<file path="src/rtl/cursor_edit_ctrl_pkg.sv">
// Shared definitions for the cursor edit controller.
// Holds the FSM state encoding, group codes, bandera_cursor bit indices
// (a field index equals its bit position in bandera_cursor), the BCD
// min/max constants for each field and small lookup helpers.
package cursor_edit_ctrl_pkg;

    // FSM state encoding
    localparam logic [1:0] ST_IDLE   = 2'd0;
    localparam logic [1:0] ST_EDIT   = 2'd1;
    localparam logic [1:0] ST_COMMIT = 2'd2;

    // Group codes, also the value presented on wr_group
    localparam logic [1:0] GRP_FECHA = 2'd0;
    localparam logic [1:0] GRP_HORA  = 2'd1;
    localparam logic [1:0] GRP_TIMER = 2'd2;

    localparam int unsigned NUM_FIELDS = 9;

    // Field indices == bandera_cursor bit positions
    localparam logic [3:0] FLD_DD    = 4'd8;
    localparam logic [3:0] FLD_M     = 4'd7;
    localparam logic [3:0] FLD_AN    = 4'd6;
    localparam logic [3:0] FLD_HORA  = 4'd5;
    localparam logic [3:0] FLD_MIN   = 4'd4;
    localparam logic [3:0] FLD_SEG   = 4'd3;
    localparam logic [3:0] FLD_THORA = 4'd2;
    localparam logic [3:0] FLD_TMIN  = 4'd1;
    localparam logic [3:0] FLD_TSEG  = 4'd0;

    // Field limits in packed BCD
    localparam logic [7:0] MIN_DD   = 8'h01;
    localparam logic [7:0] MAX_DD   = 8'h31;
    localparam logic [7:0] MIN_M    = 8'h01;
    localparam logic [7:0] MAX_M    = 8'h12;
    localparam logic [7:0] MIN_AN   = 8'h00;
    localparam logic [7:0] MAX_AN   = 8'h99;
    localparam logic [7:0] MIN_HORA = 8'h00;
    localparam logic [7:0] MAX_HORA = 8'h23;
    localparam logic [7:0] MIN_MS   = 8'h00;
    localparam logic [7:0] MAX_MS   = 8'h59;

    function automatic logic [7:0] field_min(input logic [3:0] fld);
        case (fld)
            FLD_DD:             field_min = MIN_DD;
            FLD_M:              field_min = MIN_M;
            FLD_AN:             field_min = MIN_AN;
            FLD_HORA, FLD_THORA: field_min = MIN_HORA;
            default:            field_min = MIN_MS;
        endcase
    endfunction

    function automatic logic [7:0] field_max(input logic [3:0] fld);
        case (fld)
            FLD_DD:             field_max = MAX_DD;
            FLD_M:              field_max = MAX_M;
            FLD_AN:             field_max = MAX_AN;
            FLD_HORA, FLD_THORA: field_max = MAX_HORA;
            default:            field_max = MAX_MS;
        endcase
    endfunction

    // Leftmost field of a group (highest bit index within the group)
    function automatic logic [3:0] group_left(input logic [1:0] grp);
        case (grp)
            GRP_FECHA: group_left = FLD_DD;
            GRP_HORA:  group_left = FLD_HORA;
            default:   group_left = FLD_THORA;
        endcase
    endfunction

    // Rightmost field of a group (lowest bit index within the group)
    function automatic logic [3:0] group_right(input logic [1:0] grp);
        case (grp)
            GRP_FECHA: group_right = FLD_AN;
            GRP_HORA:  group_right = FLD_SEG;
            default:   group_right = FLD_TSEG;
        endcase
    endfunction

endpackage

</file>
<file path="src/rtl/cursor_edit_ctrl_bcd_field_step.sv">
// bcd_field_step: combinational one-step increment/decrement of a packed
// BCD field with wrap between min and max.
// Ports:
//   value_i  - current packed-BCD field value
//   min_i    - smallest legal value (packed BCD)
//   max_i    - largest legal value (packed BCD)
//   up_i     - 1 = increment, 0 = decrement
//   result_o - stepped value
// A value that is not BCD or lies outside [min,max] snaps to min on
// increment and to max on decrement.
module bcd_field_step (
    input  logic [7:0] value_i,
    input  logic [7:0] min_i,
    input  logic [7:0] max_i,
    input  logic       up_i,
    output logic [7:0] result_o
);

    logic [3:0] hi;
    logic [3:0] lo;
    logic       is_valid;

    assign hi = value_i[7:4];
    assign lo = value_i[3:0];

    // Valid BCD compares correctly as plain binary, so range checks can
    // use the packed value directly once both digits are known to be 0-9.
    assign is_valid = (hi <= 4'd9) && (lo <= 4'd9) &&
                      (value_i >= min_i) && (value_i <= max_i);

    always_comb begin
        result_o = value_i;
        if (!is_valid) begin
            result_o = up_i ? min_i : max_i;
        end else if (up_i) begin
            if (value_i == max_i)   result_o = min_i;
            else if (lo == 4'd9)    result_o = {hi + 4'd1, 4'd0};
            else                    result_o = {hi, lo + 4'd1};
        end else begin
            if (value_i == min_i)   result_o = max_i;
            else if (lo == 4'd0)    result_o = {hi - 4'd1, 4'd9};
            else                    result_o = {hi, lo - 4'd1};
        end
    end

endmodule

</file>
<file path="src/rtl/cursor_edit_ctrl.sv">
// cursor_edit_ctrl: on-screen editor for RTC date, time and timer fields.
// In IDLE the val_* outputs mirror the live RTC digits. btn_prog with a
// one-hot switch_cursor enters EDIT on one group; arrows move the cursor
// and step the field under it; btn_prog again requests a commit through
// a level wr_req / pulse wr_ack handshake. An idle EDIT times out back
// to IDLE without committing.
// Ports:
//   CLK, RESET            - clock, asynchronous active-high reset
//   btn_*                 - single-cycle debounced button pulses
//   switch_cursor[2:0]    - group select, one-hot (100 fecha/010 hora/001 timer)
//   digit_*[7:0]          - live packed-BCD RTC values
//   val_*[7:0]            - displayed packed-BCD values (registered)
//   bandera_cursor[8:0]   - one-hot field under edit, zero outside EDIT
//   wr_req, wr_group[1:0] - commit request level and group code
//   wr_ack                - single-cycle commit acknowledge
//   state_dbg_o[1:0]      - current FSM state
// Handshake: wr_req rises on entry to COMMIT and stays high, with wr_group
// stable, until the cycle after wr_ack is sampled high in COMMIT; wr_ack in
// any other state has no effect.
module cursor_edit_ctrl
    import cursor_edit_ctrl_pkg::*;
#(
    parameter int unsigned EDIT_TIMEOUT = 250000000
) (
    input  logic       CLK,
    input  logic       RESET,
    input  logic       btn_prog,
    input  logic       btn_up,
    input  logic       btn_down,
    input  logic       btn_left,
    input  logic       btn_right,
    input  logic [2:0] switch_cursor,
    input  logic [7:0] digit_DD,
    input  logic [7:0] digit_M,
    input  logic [7:0] digit_AN,
    input  logic [7:0] digit_HORA,
    input  logic [7:0] digit_MIN,
    input  logic [7:0] digit_SEG,
    input  logic [7:0] digit_TimerHORA,
    input  logic [7:0] digit_TimerMIN,
    input  logic [7:0] digit_TimerSEG,
    output logic [7:0] val_DD,
    output logic [7:0] val_M,
    output logic [7:0] val_AN,
    output logic [7:0] val_HORA,
    output logic [7:0] val_MIN,
    output logic [7:0] val_SEG,
    output logic [7:0] val_TimerHORA,
    output logic [7:0] val_TimerMIN,
    output logic [7:0] val_TimerSEG,
    output logic [8:0] bandera_cursor,
    output logic       wr_req,
    output logic [1:0] wr_group,
    input  logic       wr_ack,
    output logic [1:0] state_dbg_o
);

    localparam int unsigned CNT_W = (EDIT_TIMEOUT > 2) ? $clog2(EDIT_TIMEOUT) : 1;
    localparam logic [CNT_W-1:0] CNT_LAST = CNT_W'(EDIT_TIMEOUT - 1);

    logic [1:0]                 state_q,    state_d;
    logic [1:0]                 group_q,    group_d;
    logic [3:0]                 cursor_q,   cursor_d;
    logic [NUM_FIELDS-1:0][7:0] val_q,      val_d;
    logic [8:0]                 bandera_q,  bandera_d;
    logic                       wr_req_q,   wr_req_d;
    logic [1:0]                 wr_group_q, wr_group_d;
    logic [CNT_W-1:0]           cnt_q,      cnt_d;

    logic [NUM_FIELDS-1:0][7:0] digit_vec;
    logic                       any_btn;
    logic                       sel_valid;
    logic [1:0]                 sel_group;
    logic [7:0]                 step_out;

    // Index 8 (DD) is the MSB slice, matching the bandera_cursor bit order
    assign digit_vec = {digit_DD, digit_M, digit_AN, digit_HORA, digit_MIN,
                        digit_SEG, digit_TimerHORA, digit_TimerMIN, digit_TimerSEG};

    assign any_btn = btn_prog | btn_up | btn_down | btn_left | btn_right;

    always_comb begin
        sel_valid = 1'b1;
        sel_group = GRP_FECHA;
        case (switch_cursor)
            3'b100:  sel_group = GRP_FECHA;
            3'b010:  sel_group = GRP_HORA;
            3'b001:  sel_group = GRP_TIMER;
            default: sel_valid = 1'b0;
        endcase
    end

    // Single stepper shared by all fields through the cursor mux
    bcd_field_step u_step (
        .value_i  (val_q[cursor_q]),
        .min_i    (field_min(cursor_q)),
        .max_i    (field_max(cursor_q)),
        .up_i     (btn_up),
        .result_o (step_out)
    );

    always_comb begin
        state_d    = state_q;
        group_d    = group_q;
        cursor_d   = cursor_q;
        val_d      = val_q;
        cnt_d      = cnt_q;
        wr_group_d = wr_group_q;

        case (state_q)
            ST_IDLE: begin
                val_d = digit_vec;
                cnt_d = '0;
                if (btn_prog && sel_valid) begin
                    state_d  = ST_EDIT;
                    group_d  = sel_group;
                    cursor_d = group_left(sel_group);
                end
            end

            ST_EDIT: begin
                if (btn_prog) begin
                    // prog wins over any arrow pressed in the same cycle
                    state_d    = ST_COMMIT;
                    wr_group_d = group_q;
                    cnt_d      = '0;
                end else begin
                    if (btn_up ^ btn_down)
                        val_d[cursor_q] = step_out;
                    // Field indices decrease left to right
                    if (btn_right && !btn_left)
                        cursor_d = (cursor_q == group_right(group_q)) ?
                                   group_left(group_q) : cursor_q - 4'd1;
                    if (btn_left && !btn_right)
                        cursor_d = (cursor_q == group_left(group_q)) ?
                                   group_right(group_q) : cursor_q + 4'd1;
                    if (any_btn) begin
                        cnt_d = '0;
                    end else if (cnt_q == CNT_LAST) begin
                        state_d = ST_IDLE;
                        cnt_d   = '0;
                    end else begin
                        cnt_d = cnt_q + CNT_W'(1);
                    end
                end
            end

            ST_COMMIT: begin
                if (wr_ack)
                    state_d = ST_IDLE;
            end

            default: state_d = ST_IDLE;
        endcase

        bandera_d = '0;
        if (state_d == ST_EDIT)
            bandera_d[cursor_d] = 1'b1;
        wr_req_d = (state_d == ST_COMMIT);
    end

    always_ff @(posedge CLK or posedge RESET) begin
        if (RESET) begin
            state_q    <= ST_IDLE;
            group_q    <= GRP_FECHA;
            cursor_q   <= FLD_DD;
            val_q      <= '0;
            bandera_q  <= '0;
            wr_req_q   <= 1'b0;
            wr_group_q <= GRP_FECHA;
            cnt_q      <= '0;
        end else begin
            state_q    <= state_d;
            group_q    <= group_d;
            cursor_q   <= cursor_d;
            val_q      <= val_d;
            bandera_q  <= bandera_d;
            wr_req_q   <= wr_req_d;
            wr_group_q <= wr_group_d;
            cnt_q      <= cnt_d;
        end
    end

    assign val_DD         = val_q[FLD_DD];
    assign val_M          = val_q[FLD_M];
    assign val_AN         = val_q[FLD_AN];
    assign val_HORA       = val_q[FLD_HORA];
    assign val_MIN        = val_q[FLD_MIN];
    assign val_SEG        = val_q[FLD_SEG];
    assign val_TimerHORA  = val_q[FLD_THORA];
    assign val_TimerMIN   = val_q[FLD_TMIN];
    assign val_TimerSEG   = val_q[FLD_TSEG];
    assign bandera_cursor = bandera_q;
    assign wr_req         = wr_req_q;
    assign wr_group       = wr_group_q;
    assign state_dbg_o    = state_q;

endmodule
</file>
<file path="config.mk">
export PLATFORM = sky130hd
export DESIGN_NAME = cursor_edit_ctrl
export DESIGN_NICKNAME = d
export VERILOG_FILES = /design/src/rtl/cursor_edit_ctrl_pkg.sv /design/src/rtl/cursor_edit_ctrl_bcd_field_step.sv /design/src/rtl/cursor_edit_ctrl.sv
export SDC_FILE = /design/constraint.sdc
export NUM_CORES = 1
export LEC_CHECK = 0
export ABC_AREA = 1
export ABC_CLOCK_PERIOD_IN_PS = 5400
export BUFFER_PORTS_ARGS = -buffer_cell sky130_fd_sc_hd__buf_2
export CORE_ASPECT_RATIO = 1.25
export CORE_UTILIZATION = 45
export DETAILED_ROUTE_END_ITERATION = 8
export PLACE_DENSITY = 0.68
export REMOVE_ABC_BUFFERS = 1
export SLEW_MARGIN = 20
export SYNTH_ARGS = -nofsm -noshare
export SYNTH_HDL_FRONTEND = slang
export SYNTH_SLANG_ARGS = --single-unit
</file>
<file path="constraint.sdc">
create_clock -name CLK -period 5.4 [get_ports CLK]
set_input_delay 0.27 -clock CLK [delete_from_list [all_inputs] [get_ports CLK]]
set_output_delay 0.27 -clock CLK [all_outputs]
set_load 0.02 [all_outputs]
</file>
# [After elaboration in Yosys (flattened, before gate mapping)]
# Index checks and enable logic that the tools add are counted.
[classes] muxes=48 n_lt_le_gt_ge=8 reduce_logical=21 bitwise_logic=5 addsub=7 n_eq_ne=22
[op_table] op="72-bit 2-to-1 mux" count=2
[op_table] op="72-bit case mux with 2 select lines" count=1
[op_table] op="28-bit 2-to-1 mux" count=3
[op_table] op="72-bit bitwise mux" count=1
[op_table] op="8-bit 2-to-1 mux" count=9
[op_table] op="28-bit case mux with 2 select lines" count=1
[op_table] op="4-bit 2-to-1 mux" count=12
[op_table] op="8-bit binary-select mux with 4-bit select" count=1
[op_table] op="8-bit demux with 4-bit select" count=1
[op_table] op="8-bit case mux with 4 select lines" count=1
[op_table] op="28-bit by 1-bit adder with 28-bit output, second input constant" count=1
[op_table] op="28-bit equality test, second input constant" count=1
[op_table] op="4-bit case mux with 2 select lines" count=3
[op_table] op="4-bit by 1-bit adder with 4-bit output, second input constant" count=3
[op_table] op="4-bit by 3-bit equality test with 1-bit output, second input constant" count=3
[op_table] op="4-bit by 1-bit subtractor with 4-bit output, second input constant" count=3
[op_table] op="4-bit by 5-bit less-than comparator with 1-bit output, second input constant" count=2
[op_table] op="2-bit 2-to-1 mux" count=5
[op_table] op="9-bit 2-to-1 mux" count=1
[op_table] op="2-bit by 1-bit equality test with 1-bit output, second input constant" count=4
[op_table] op="4-bit equality test" count=2
[op_table] op="4-bit equality test, second input constant" count=2
[op_table] op="8-bit by 1-bit equality test with 1-bit output" count=1
[op_table] op="8-bit equality test" count=1
[op_table] op="other kinds (26)" count=47
[word_totals] out_inout_bits=86 elab_cells=127 ff_bits=120 inputBits=83

# [Longest topological paths before layout]
# Gate-level depths: netlist (run 1).
[depth] ltp_word=16 ltp_mapped=25 ltp_nobuf=22

# [By module]
# From an unflattened synthesis (run 1), not the netlist that was laid out.
[unflattened] cells_unflattened=1215 hier_area_um2=8727.1
[by_module_without_submodules] mod="cursor_edit_ctrl" area_per_inst_um2=7429.6 seq_area_each_um2=3004.1 instances=1 cells_per_inst=968
[by_module_without_submodules] mod="bcd_field_step" area_per_inst_um2=1297.5 seq_area_each_um2=0.0 instances=1 cells_per_inst=247

# [Worst setup path before layout (run 1)]
# Ideal clock, no wire load.
[synth_path] path_type="register to register" start="reg cursor_q[0]" end="reg val_q, in the netlist val_MIN[4]" setup_ns=0.077 stages_incl_launch_ff=24 arrival_time_ns=2.961 n_path_buf=3 path_slack_ns=2.362 cell_sequence="dfrtp_1 buf_6 inv_4 buf_6 buf_6 ha_1 nand2_1 nand2_1 nor3_1 nor2_1 nand2_1 inv_1 ha_1 a21oi_1 nor2_1 a211oi_1 nand2_1 nand2_1 inv_1 nor2_8 nand2_1 nand2_2 nand2_1 a21oi_1"
[synth_between] elab_chain_len=11
[synth_lines] item="start, declared" line_no="cursor_edit_ctrl.sv:63" rtl="logic [3:0] cursor_q, cursor_d;"
[synth_lines] item="start signal, assigned" line_no="cursor_edit_ctrl.sv:175" rtl="cursor_q <= cursor_d;"
[synth_lines] item="8-bit binary-select mux with 4-bit select, or another cell as far along" line_no="cursor_edit_ctrl.sv:95" rtl=".value_i (val_q[cursor_q]),"
[synth_lines] item="8-bit 2-to-1 mux (implied by the code), or another cell as far along" line_no="cursor_edit_ctrl.sv:95"
[synth_lines] item="4-bit by 1-bit subtractor with 4-bit output, or another cell as far along" line_no="cursor_edit_ctrl_bcd_field_step.sv:41" rtl="else if (lo == 4'd0) result_o = {hi - 4'd1, 4'd9};"
[synth_lines] item="8-bit 2-to-1 mux, or another cell as far along" line_no="cursor_edit_ctrl_bcd_field_step.sv:41"
[synth_lines] item="8-bit 2-to-1 mux, or another cell as far along" line_no="cursor_edit_ctrl_bcd_field_step.sv:40" rtl="if (value_i == min_i) result_o = max_i;"
[synth_lines] item="8-bit 2-to-1 mux or 1-bit logical AND (tied branches)" line_no="cursor_edit_ctrl_bcd_field_step.sv:35, cursor_edit_ctrl_bcd_field_step.sv:29"
[synth_lines] item="8-bit 2-to-1 mux" line_no="cursor_edit_ctrl_bcd_field_step.sv:33" rtl="if (!is_valid) begin"
[synth_lines] item="72-bit bitwise mux (*)" line_no="cursor_edit_ctrl.sv:129" rtl="val_d[cursor_q] = step_out;"
[synth_lines] item="72-bit 2-to-1 mux (*)" line_no="cursor_edit_ctrl.sv:128" rtl="if (btn_up ^ btn_down)"
[synth_lines] item="72-bit 2-to-1 mux (*)" line_no="cursor_edit_ctrl.sv:122" rtl="if (btn_prog) begin"
[synth_lines] item="72-bit case mux with 2 select lines (*)" line_no="cursor_edit_ctrl.sv:110" rtl="case (state_q)"
[synth_lines] item="end signal, assigned" line_no="cursor_edit_ctrl.sv:176" rtl="val_q <= val_d;"
[synth_lines] item="end, declared" line_no="cursor_edit_ctrl.sv:64" rtl="logic [NUM_FIELDS-1:0][7:0] val_q, val_d;"
# Every way passes the cells marked *; elsewhere a longest branch is shown, timed or not. The select of a mux whose other input is x is not followed.
# A chain may end at the register's enable or synchronous reset.

# [Worst setup path after layout (run 1)]
[layout_path] start="reg cursor_q[0]" end="reg val_q, in the netlist val_MIN[3]"
[layout_between] elab_chain_len=11
[layout_lines] item="8-bit binary-select mux with 4-bit select, or another cell as far along" line_no="cursor_edit_ctrl.sv:95"
[layout_lines] item="8-bit 2-to-1 mux (implied by the code), or another cell as far along" line_no="cursor_edit_ctrl.sv:95"
[layout_lines] item="4-bit by 1-bit subtractor with 4-bit output, or another cell as far along" line_no="cursor_edit_ctrl_bcd_field_step.sv:42" rtl="else result_o = {hi, lo - 4'd1};"
[layout_lines] item="8-bit 2-to-1 mux, or another cell as far along" line_no="cursor_edit_ctrl_bcd_field_step.sv:41"
[layout_lines] item="8-bit 2-to-1 mux, or another cell as far along" line_no="cursor_edit_ctrl_bcd_field_step.sv:40"
[layout_lines] item="8-bit 2-to-1 mux or 1-bit logical AND (tied branches)" line_no="cursor_edit_ctrl_bcd_field_step.sv:35, cursor_edit_ctrl_bcd_field_step.sv:29"
[layout_lines] item="8-bit 2-to-1 mux" line_no="cursor_edit_ctrl_bcd_field_step.sv:33"
[layout_lines] item="72-bit bitwise mux (*)" line_no="cursor_edit_ctrl.sv:129"
[layout_lines] item="72-bit 2-to-1 mux (*)" line_no="cursor_edit_ctrl.sv:128"
[layout_lines] item="72-bit 2-to-1 mux (*)" line_no="cursor_edit_ctrl.sv:122"
[layout_lines] item="72-bit case mux with 2 select lines (*)" line_no="cursor_edit_ctrl.sv:110"
# Marked as above.

==> results.toml, run 1 <==
[timing]
skew_ns = 0.00731
slew_headroom = 0.334
maxSlewViolCount = 0
max_freq_mhz = 260
tns_ns = 0
fin_hold_ws_ns = -0.0222
setup-violations-final = 0
finalHoldViolations = 53
layout_min_cycle_time_ns = 3.85
rsz0062_at_grt = "no"
post-route-period-util = 0.713
worstMarginPinSlew_ns = 0.992

[drt]
ant_nets = 0
via_per_inst = 5.60
vias = 8819
wl_per_cell_um = 17.8
dr.first_iter.drc_count = 721
firstDrtPassIters = 5
drc = 0
wirelength_mm = 28.0

[critical_path]
crit_top_cell = "nand2_1"
cp.arrival_ns = 4.19
cp_max_fo = 26
endpoint_kind = "register"
r2r-start = "cursor_q[0]"
cp_cell_sequence = "buf_4 > nor2_2 > nand3_1 > nand2_1 > nor2_1 > inv_2 > ha_1 > a21oi_1 > nor2_1 > a211oi_1 > nand2_1 > nand2_1 > inv_1 > nor2_8 > nand2_1 > nand2_2 > nand2_1 > a21oi_1"
cpMaxStageDelayCell = "dfrtp_1"
startpoint = "cursor_q[0]"
critical_path_class = "register to register"
worst_ep_required_time_ns = 5.74
cpPeakStageDelay_ns = 0.47
cp-start-kind = "register"

[pwr]
switching_share = 0.578
p_int_uw = 3140
ir_drop_v = 0.000351
p_seq_frac = 0.197
p_leak_uw = 0.00473
clkPwrFrac = 0.147
pwr_density_cell_mw_per_mm2 = 772
p_comb_frac = 0.655
p_switching_uw = 4300

[clock_network]
cts_root_buffer = "clkbuf_16"
path_clk_slew_ns = 0.06
cts_setup_buffers = 0
cts.path.max_buffers = 2
cts_hold_buffers = 0
clk_latency_ns = 0.42
cts_buffers = 17
clkSinkCount = 120
cts_max_level = 4
cts_tree = "done"
cts_resized = 0

[global_route]
globalRoute.totalOverflow = 0
antenna_found_initial = 0
grt_pass1_vias = 8365
grt_first_pass_wirelength_mm = 42.9
grt_max_degree = 66
grt_use_total = 0.306

[die]
row_count = 54
io-pin-count = 169
start_util = 0.460
dieArea_mm2 = 0.0184
chipHeight_um = 152
fp.coreArea_mm2 = 0.0175
fp.dieW_um = 122

[logic_synthesis]
mappedNetlistArea_mm2 = 0.00806
synth_area_leader_cell = "dfrtp_1"
async_flop_share = 1.00
synth.distinct_cells = 50
ys_seq_area_frac = 0.373
yosysWarnings = 0
synthCells = 1172
syn_area_per_cell_um2 = 6.87
synthTopCellsByArea = "dfrtp_1 37%, nand2_1 12%, a21oi_1 10%, nand3_1 7.8%, nor2_1 7.6%"
ys_ff_latch = 120
synth-edff-count = 0
synthFlopType = "dfrtp_1"
synth_top_area_share = 0.370

[cells_and_area]
nets = 1438
syn_to_final_growth_pct = 19.6
drive_above_1_share = 0.183
final.fill_count = 1768
final_area_mm2 = 0.00963

[min_path]
worstHoldPathType = "primary input to asynchronous set/reset pin"

[place]
portBuffers = 168
hpwl_mm = 20.7
post_dp_cell_area_mm2 = 0.00906
gp_congestion = 0.981

[flow_run]
drv_cap = 0

[run_status]
status = "complete, but fails checks"
violations = "negative hold slack"
[final timing paths]
kind	slack, ns	cells after the start	endpoint
min reg2reg	0.49	2	wr_group[0]
max reg2reg	1.55	18	val_MIN[3]
min	-0.02	2	val_TimerHORA[3]
max	1.55	18	val_MIN[3]
max in group asynchronous	4.07	3	val_DD[6]
min in group CLK	0.03	2	state_dbg_o[1]
[cells in the final DEF (no fill, tap or decap), types with 13 or more instances in the layout]
cell,netlist,layout
o21ai_0,32,32
buf_2,4,168
nand3_1,126,126
inv_1,123,122
dfrtp_1,119,119
nor2_1,163,163
nand2_1,267,267
nor3_1,17,17
ha_1,17,17
xor2_1,13,13
a21oi_1,165,165
clkbuf_16,0,17
[cell type report]
cell class / count / area (um^2) / share of cell area
clock buffer: 24 / 502 / 0.0521
clock inverter: 6 / 66.3 / 0.00688
timing repair buffer: 177 / 908 / 0.0943
multi-input combinational: 891 / 4370 / 0.454
sequential: 120 / 3000 / 0.312
tap: 224 / 280 / 0.0291
inverter: 131 / 497 / 0.0516
antenna: 1 / 2.50 / 0.000260
[per-layer routing]
layer,track usage,routed length (um),vias to the layer above
met5,0,0,-
met4,0.133,964,0
met3,0.0501,1750,64
met2,0.522,13900,367
met1,0.380,11400,4180
li1,-,-,4208
[through the flow]
stage	instances	worst slack (ns)	power, uW	utilization
6_report	1574	1.55	7440	0.550
5_1_grt	1573	1.21	7880	0.550
4_1_cts	1573	1.62	7340	0.550
3_5_place_dp	1543	1.65	6230	0.518
3_3_place_gp	1543	1.64	6250	0.518
2_1_floorplan	1142	1.66	4520	-
[kinds of logic after synthesis]
kind of cell,synth area share
AOI/OAI and AO/OA,0.159
xor gates and xnor gates,0.0141
adders and majority gates,0.0264
buffers and inverters,0.0843
DFF,0.373
and+or+nand+nor,0.343
[registers in the layout, summed over array words and instances, names as in the netlist]
register,count
val_MIN,8
wr_req,1
state_dbg_o,2
val_HORA,8
val_DD,8
val_M,8
cursor_q,4
val_AN,8
val_SEG,8
group_q,2
cnt_q,28
val_TimerSEG,8
bandera_cursor,9
wr_group,2
val_TimerHORA,8
val_TimerMIN,8
[worst max-delay path, delay by kind of cell (launching register included)]
| family | cells | cell delay [ns] |
|---|---|---|
| AND/OR/NAND/NOR | 11 | 1.80 |
| buffers and inverters | 3 | 0.68 |
| AO/OA/AOI/OAI | 3 | 0.57 |
| flip-flops | 1 | 0.47 |
| adder cells (fa/ha/maj) | 1 | 0.25 |
[power groups by stage]
| stage | sequential, uW | clock, uW | combinational, uW |
|---|---|---|---|
| after CTS | 1460 | 1100 | 4770 |
| after floorplan | 1770 | 0 | 2750 |
| final | 1470 | 1090 | 4880 |
| after global placement | 1470 | 0 | 4770 |
| after global routing | 1490 | 1140 | 5250 |
| after detailed placement | 1480 | 0 | 4760 |
[synth_stat cells, types with 4 or more instances]
library cell / count
nand2_1: 267
a21oi_1: 165
nor2_1: 163
nand3_1: 126
inv_1: 123
dfrtp_1: 119
o21ai_0: 32
ha_1: 17
nor3_1: 17
xor2_1: 13
clkbuf_1: 12
nand4_1: 12
buf_4: 8
nor4_1: 8
nor2_2: 7
o21ai_1: 7
nand2_2: 6
nand3_2: 6
buf_6: 5
inv_2: 5
buf_2: 4
Power figures use the tool's default switching activity.
==> run 2: changes to the inputs <==
--- a/config.mk
+++ b/config.mk
@@ -5,8 +5,8 @@
 export SDC_FILE = /design/constraint.sdc
 export NUM_CORES = 1
 export LEC_CHECK = 0
-export ABC_AREA = 1
-export ABC_CLOCK_PERIOD_IN_PS = 5400
+export ABC_AREA = 0
+export ABC_CLOCK_PERIOD_IN_PS = 4000
 export BUFFER_PORTS_ARGS = -buffer_cell sky130_fd_sc_hd__buf_2
 export CORE_ASPECT_RATIO = 1.25
 export CORE_UTILIZATION = 45
==> constraint.sdc (replaced) <==
create_clock -name CLK -period 4 [get_ports CLK]
set_input_delay 0.2 -clock CLK [delete_from_list [all_inputs] [get_ports CLK]]
set_output_delay 0.2 -clock CLK [all_outputs]
set_load 0.02 [all_outputs]
==> results.toml, run 2 <==
[drt]
vias = 7812
ant_nets = 0
wl_per_cell_um = 21.0
wirelength_mm = 26.7
drc = 0
dr.first_iter.drc_count = 515
via_per_inst = 6.17
firstDrtPassIters = 5

[critical_path]
ff2ff_path_depth = 13
r2r-start = "cursor_q[2]"
critical_path_class = "register to register"
r2r_end = "val_SEG[1]"
crit_top_cell = "a221o_1"
worst_ep_required_time_ns = 4.31
endpoint_kind = "register"
startpoint = "cursor_q[2]"
cp_max_fo = 26
critPathTopFamily = "compound AO/OA/AOI/OAI gates"
crit_buf_inv = 2
cp.arrival_ns = 4.18
cp-start-kind = "register"
cp_cell_sequence = "buf_12 > or3b_2 > o22ai_1 > a221o_2 > ha_1 > inv_1 > o21ai_0 > a221o_1 > a221oi_2 > nand3_2 > o21ai_2 > o21ai_1 > a221o_1"
regToRegSetupSlack_ns = 0.13
cpPeakStageDelay_ns = 0.52
cpMaxStageDelayCell = "or3b_2"

[cells_and_area]
regMostFlops = "cnt_q"
diodes = 0
nets = 1139
multi_input_comb_area_mm2 = 0.00433
largest_register_ff_count = 28
fin_cells = 1267
syn_to_final_growth_pct = 28.9
final_common_cell = "buf_2"
final_core_util = 0.596
final.fill_count = 1460
layout_common_cells = "168 x buf_2, 117 x dfrtp_1, 95 x nand2_1, 85 x nor2_1, 65 x a21oi_1"
drive_above_1_share = 0.313
regArea_mm2 = 0.00301

[die]
io-pin-count = 169
fp.dieW_um = 118
row_count = 52
fp.coreArea_mm2 = 0.0163
chipHeight_um = 147
dieArea_mm2 = 0.0172
start_util = 0.462

[global_route]
grt_max_degree = 121
antenna_found_initial = 0
grt_first_pass_wirelength_mm = 40.7
grt_pass1_vias = 7385
grt_use_total = 0.305
globalRoute.totalOverflow = 0

[run_status]
status = "finished, final reports clean"

[clock_network]
cts_tree = "done"
clkSinkCount = 120
cts_root_buffer = "clkbuf_16"
path_clk_slew_ns = 0.06
cts_buffers = 17
cts_max_level = 4
clk_latency_ns = 0.43
cts.path.max_buffers = 2

[place]
dp_cells = 1223
portBuffers = 168
hpwl_mm = 19.0
gp_congestion = 0.948

[logic_synthesis]
synth_area_leader_cell = "dfrtp_1"
ys_seq_area_frac = 0.400
async_flop_share = 1.00
synthFlopType = "dfrtp_1"
synth_top_area_share = 0.396
synthTopCellsByArea = "dfrtp_1 40%, nand2_1 4.7%, a21oi_1 4.3%, nor2_1 4.3%, o32ai_1 3.6%"
ys_ff_latch = 120
yosysMostFrequentCell = "dfrtp_1"
synthCells = 835
ys_top_cells_by_count = "119 x dfrtp_1, 95 x nand2_1, 86 x nor2_1, 65 x a21oi_1, 51 x o21ai_0"
mappedNetlistArea_mm2 = 0.00752
yosysWarnings = 0
syn_area_per_cell_um2 = 9.01
synth-edff-count = 0
synth.distinct_cells = 86

[pwr]
pwr_density_cell_mw_per_mm2 = 1000
p_leak_uw = 0.00436
ir_drop_v = 0.000557

[timing]
worstMarginPinSlew_ns = 1.11
max_freq_mhz = 258
post-route-period-util = 0.969
finalHoldViolations = 0
maxSlewViolCount = 0
skew_ns = 0.0113
setup-violations-final = 0
layout_min_cycle_time_ns = 3.87
slew_headroom = 0.256

[min_path]
worstHoldPathType = "primary input to register"
hold_end = "val_DD[7]"
hp-start = "digit_DD[7]"
holdPathStages = 3

[flow_run]
drv_cap = 0
## run 2: cell count changes after synthesis, sizes merged, moves of 29 or more
cell	delta
a21oi	-96
inv	-105
nand2	-180
nand3	-114
nor2	-88
o21ai	+30
o32ai	+29
## run 2: worst max-delay path by stage
| stage | endpoint | slack (ns) | cells after the start |
|---|---|---|---|
| global route | val_SEG[1] | -0.02 | 13 |
| CTS | val_HORA[5] | 0.06 | 18 |
| finish | val_SEG[1] | 0.13 | 13 |
| floorplan | val_M[1] | -0.69 | 11 |
| detailed placement | val_HORA[5] | -0.03 | 13 |
| global placement | val_HORA[5] | 0.07 | 13 |
## run 2: cell type report
cell class	instances	share of cell area
sequential	120	0.310
clock buffer	18	0.0453
timing repair buffer	230	0.141
multi-input combinational	646	0.447
tap	216	0.0279
inverter	24	0.00955
clock inverter	13	0.0185
## run 2: metal layers
layer,part of all wire,vias up,wire [um],GRT usage
li1,-,3555,-,-
met1,0.42,3835,11300,0.414
met2,0.47,353,12600,0.480
met3,0.070,69,1870,0.0496
met4,0.032,0,859,0.135
met5,0,-,0,0
## run 2: cells by family after synthesis
family / share of synthesized area
adders and majority gates: 0.0283
xor gates and xnor gates: 0.0151
DFF: 0.400
AOI/OAI and AO/OA: 0.263
buffers and inverters: 0.0429
muxes: 0.0557
and+or+nand+nor: 0.196
## run 2: stage by stage
step                      cell area [um^2]  power [uW]  TNS, ns  hold WS, ns  setup slack, ns
after floorplan                       7290        5130   -34.04        0.310           -0.690
after global placement                8840        7240        0        0.413           0.0684
after detailed placement              8840        7270   -0.106        0.416          -0.0332
after CTS                             9490        8950        0       0.0247           0.0608
after global routing                  9700       10200  -0.0785       0.0563          -0.0200
final                                 9700        9740        0       0.0365            0.125
## run 2: repair_timing
| item | CTS | global route |
|---|---|---|
| cloned | 0 | 3 |
| pin swaps | 0 | 6 |
| setup buffers | 2 | 7 |
| hold buffers | 1 | 0 |
| gates resized for setup | 1 | 26 |
| setup endpoints to repair | 35 | 67 |
| endpoints found under the hold margin | 119 | 0 |
## run 2: power by group
| part | internal [uW] | total, uW | switching (uW) | leakage (uW) |
|---|---|---|---|---|
| registers | 1550 | 1930 | 377 | 0.00151 |
| clock network | 1050 | 1620 | 574 | 0.000294 |
| logic | 2500 | 6190 | 3690 | 0.00256 |
| total | 5100 | 9740 | 4640 | 0.00436 |
## run 2: worst min-delay path: stages
cell and delay, ns:
buf_2 0.07, o32ai_1 0.07, a21oi_2 0.09
==> run 3: changes to the inputs <==
--- a/config.mk
+++ b/config.mk
@@ -11,6 +11,7 @@
 export CORE_ASPECT_RATIO = 1.25
 export CORE_UTILIZATION = 45
 export DETAILED_ROUTE_END_ITERATION = 8
+export GPL_TIMING_DRIVEN = 0
 export PLACE_DENSITY = 0.68
 export REMOVE_ABC_BUFFERS = 1
 export SLEW_MARGIN = 20
==> results.toml, run 3 (synthesized netlist as in run 2, its figures left out) <==
[clock_network]
cts_buffers = 17
clk_latency_ns = 0.42
cts.path.max_buffers = 2
path_clk_slew_ns = 0.06
cts_max_level = 4
cts_tree = "done"
cts_root_buffer = "clkbuf_16"
clkSinkCount = 120

[drt]
wl_per_cell_um = 21.8
firstDrtPassIters = 6
wirelength_mm = 27.5
ant_nets = 0
vias = 8046
drc = 0
via_per_inst = 6.38
dr.first_iter.drc_count = 683

[pwr]
switching_share = 0.482
p_comb_frac = 0.666
p_leak_uw = 0.00437
p_seq_frac = 0.191
p_int_uw = 5510
clkPwrFrac = 0.143
pwr_density_cell_mw_per_mm2 = 1070
p_switching_uw = 5130
ir_drop_v = 0.000575

[timing]
slew_headroom = 0.109
tns_ns = -2.52
layout_min_cycle_time_ns = 4.16
worst_slack_ns = -0.158
worstMarginPinSlew_ns = 1.33
skew_ns = 0.00944
rsz0062_at_grt = "yes"
maxSlewViolCount = 0
setup-violations-final = 34
max_freq_mhz = 240
finalHoldViolations = 0
post-route-period-util = 1.04

[cells_and_area]
syn_to_final_growth_pct = 32.8
fin_cells = 1262
largest_register_ff_count = 28
diodes = 0
final.fill_count = 1385
regMostFlops = "cnt_q"
layout_common_cells = "168 x buf_2, 114 x dfrtp_1, 95 x nand2_1, 82 x nor2_1, 57 x a21oi_1"
nets = 1133
drive_above_1_share = 0.346
final_common_cell = "buf_2"

[die]
io-pin-count = 169
start_util = 0.462
row_count = 52
chipHeight_um = 147
fp.dieW_um = 118
fp.coreArea_mm2 = 0.0163
dieArea_mm2 = 0.0172

[global_route]
grt_use_total = 0.306
use_met2 = 0.487
grt_max_degree = 80
grt_pass1_vias = 7579
grt_first_pass_wirelength_mm = 41.0
met1_usage = 0.378
grt_util_met3 = 0.0879
busiest_layer = "met2"
antenna_found_initial = 0
globalRoute.totalOverflow = 0

[critical_path]
cp.arrival_ns = 4.47
r2r-start = "cursor_q[0]"
critical_path_class = "register to register"
worst_ep_required_time_ns = 4.31
cp_max_fo = 6
endpoint_kind = "register"
ff2ff_path_depth = 14
r2r_end = "val_TimerHORA[0]"
cp-start-kind = "register"
regToRegSetupSlack_ns = -0.16

[place]
pre_cts_slack_ns = -1.89
portBuffers = 168
dp_cells = 1178
gp_congestion = 0.957
hpwl_mm = 17.6

[flow_run]
drv_cap = 0

[min_path]
worstHoldPathType = "primary input to register"
holdPathStages = 2
hold_end = "group_q[1]"
hp-start = "switch_cursor[1]"

[run_status]
violations = "negative setup slack"
status = "complete, but fails checks"
==> run 3: cell types whose count changed in the layout (fill, tap and decap cells not counted), moves of 4 or more <==
cell / before / now
a31oi_2: 1 / 5
a21oi_1: 65 / 57
buf_4: 54 / 36
a21oi_2: 5 / 13
buf_6: 3 / 10
a31oi_1: 9 / 5
==> run 3: worst max path at each step <==
stage           startpoint          endpoint
2_1_floorplan  cursor_q[0]          val_M[1]
3_3_place_gp   cursor_q[0]        val_MIN[1]
3_5_place_dp   cursor_q[2]          val_M[1]
4_1_cts        cursor_q[1]   val_TimerSEG[6]
5_1_grt        cursor_q[0]          val_M[0]
6_report       cursor_q[0]  val_TimerHORA[0]
==> run 3: per-stage QoR <==
stage | hold WS, ns | total power, uW | instance area [um^2] | util
final | 0.0433 | 10600 | 9980 | 0.614
after global routing | 0.0489 | 11000 | 9980 | 0.614
after CTS | 0.0288 | 9070 | 9500 | 0.584
after detailed placement | 0.244 | 6780 | 8560 | 0.526
after global placement | 0.457 | 6680 | 8400 | 0.516
after floorplan | 0.310 | 5130 | 7290 | -
==> run 3: worst max-delay path, cell delays in order (launching register included) <==
cell,delay [ns]
dfrtp_2,0.48
buf_12,0.17
mux4_2,0.52
a221o_1,0.43
ha_4,0.29
and4_1,0.22
and4_4,0.25
nand2_1,0.12
a221oi_2,0.37
nand3_2,0.20
buf_6,0.18
o211ai_1,0.27
buf_4,0.19
o221a_4,0.24
o21ai_1,0.08
==> run 3: routing by layer <==
layer	vias to the layer above	wire (um)
li1	3553	-
met1	3929	10700
met2	453	13100
met3	111	2540
met4	0	1220
met5	-	0
==> run 3: cell type report <==
cell class                      instances  area [um^2]  area share
Clock buffer                           22          464      0.0465
Inverter                               24          105      0.0105
Sequential cell                       120         3020       0.303
Tap cell                              216          270      0.0271
Multi-Input combinational cell        645         4530       0.454
Timing Repair Buffer                  225         1470       0.147
Clock inverter                         10          123      0.0123
==> run 3: power by group through the flow <==
| stage | clock network, uW | logic, uW | registers, uW |
|---|---|---|---|
| after floorplan | 0 | 2830 | 2300 |
| after global placement | 0 | 4590 | 2090 |
| after detailed placement | 0 | 4740 | 2040 |
| after CTS | 1530 | 5540 | 2000 |
| after global routing | 1590 | 7360 | 2070 |
| final | 1520 | 7090 | 2030 |
==> run 3: repair_timing <==
action | in CTS | in global routing
setup endpoints to repair | 72 | 72
hold buffers | 1 | 0
gates resized for setup | 30 | 47
setup buffers | 21 | 25
cloned | 1 | 4
pin swaps | 5 | 23
hold endpoints to repair | 40 | 0
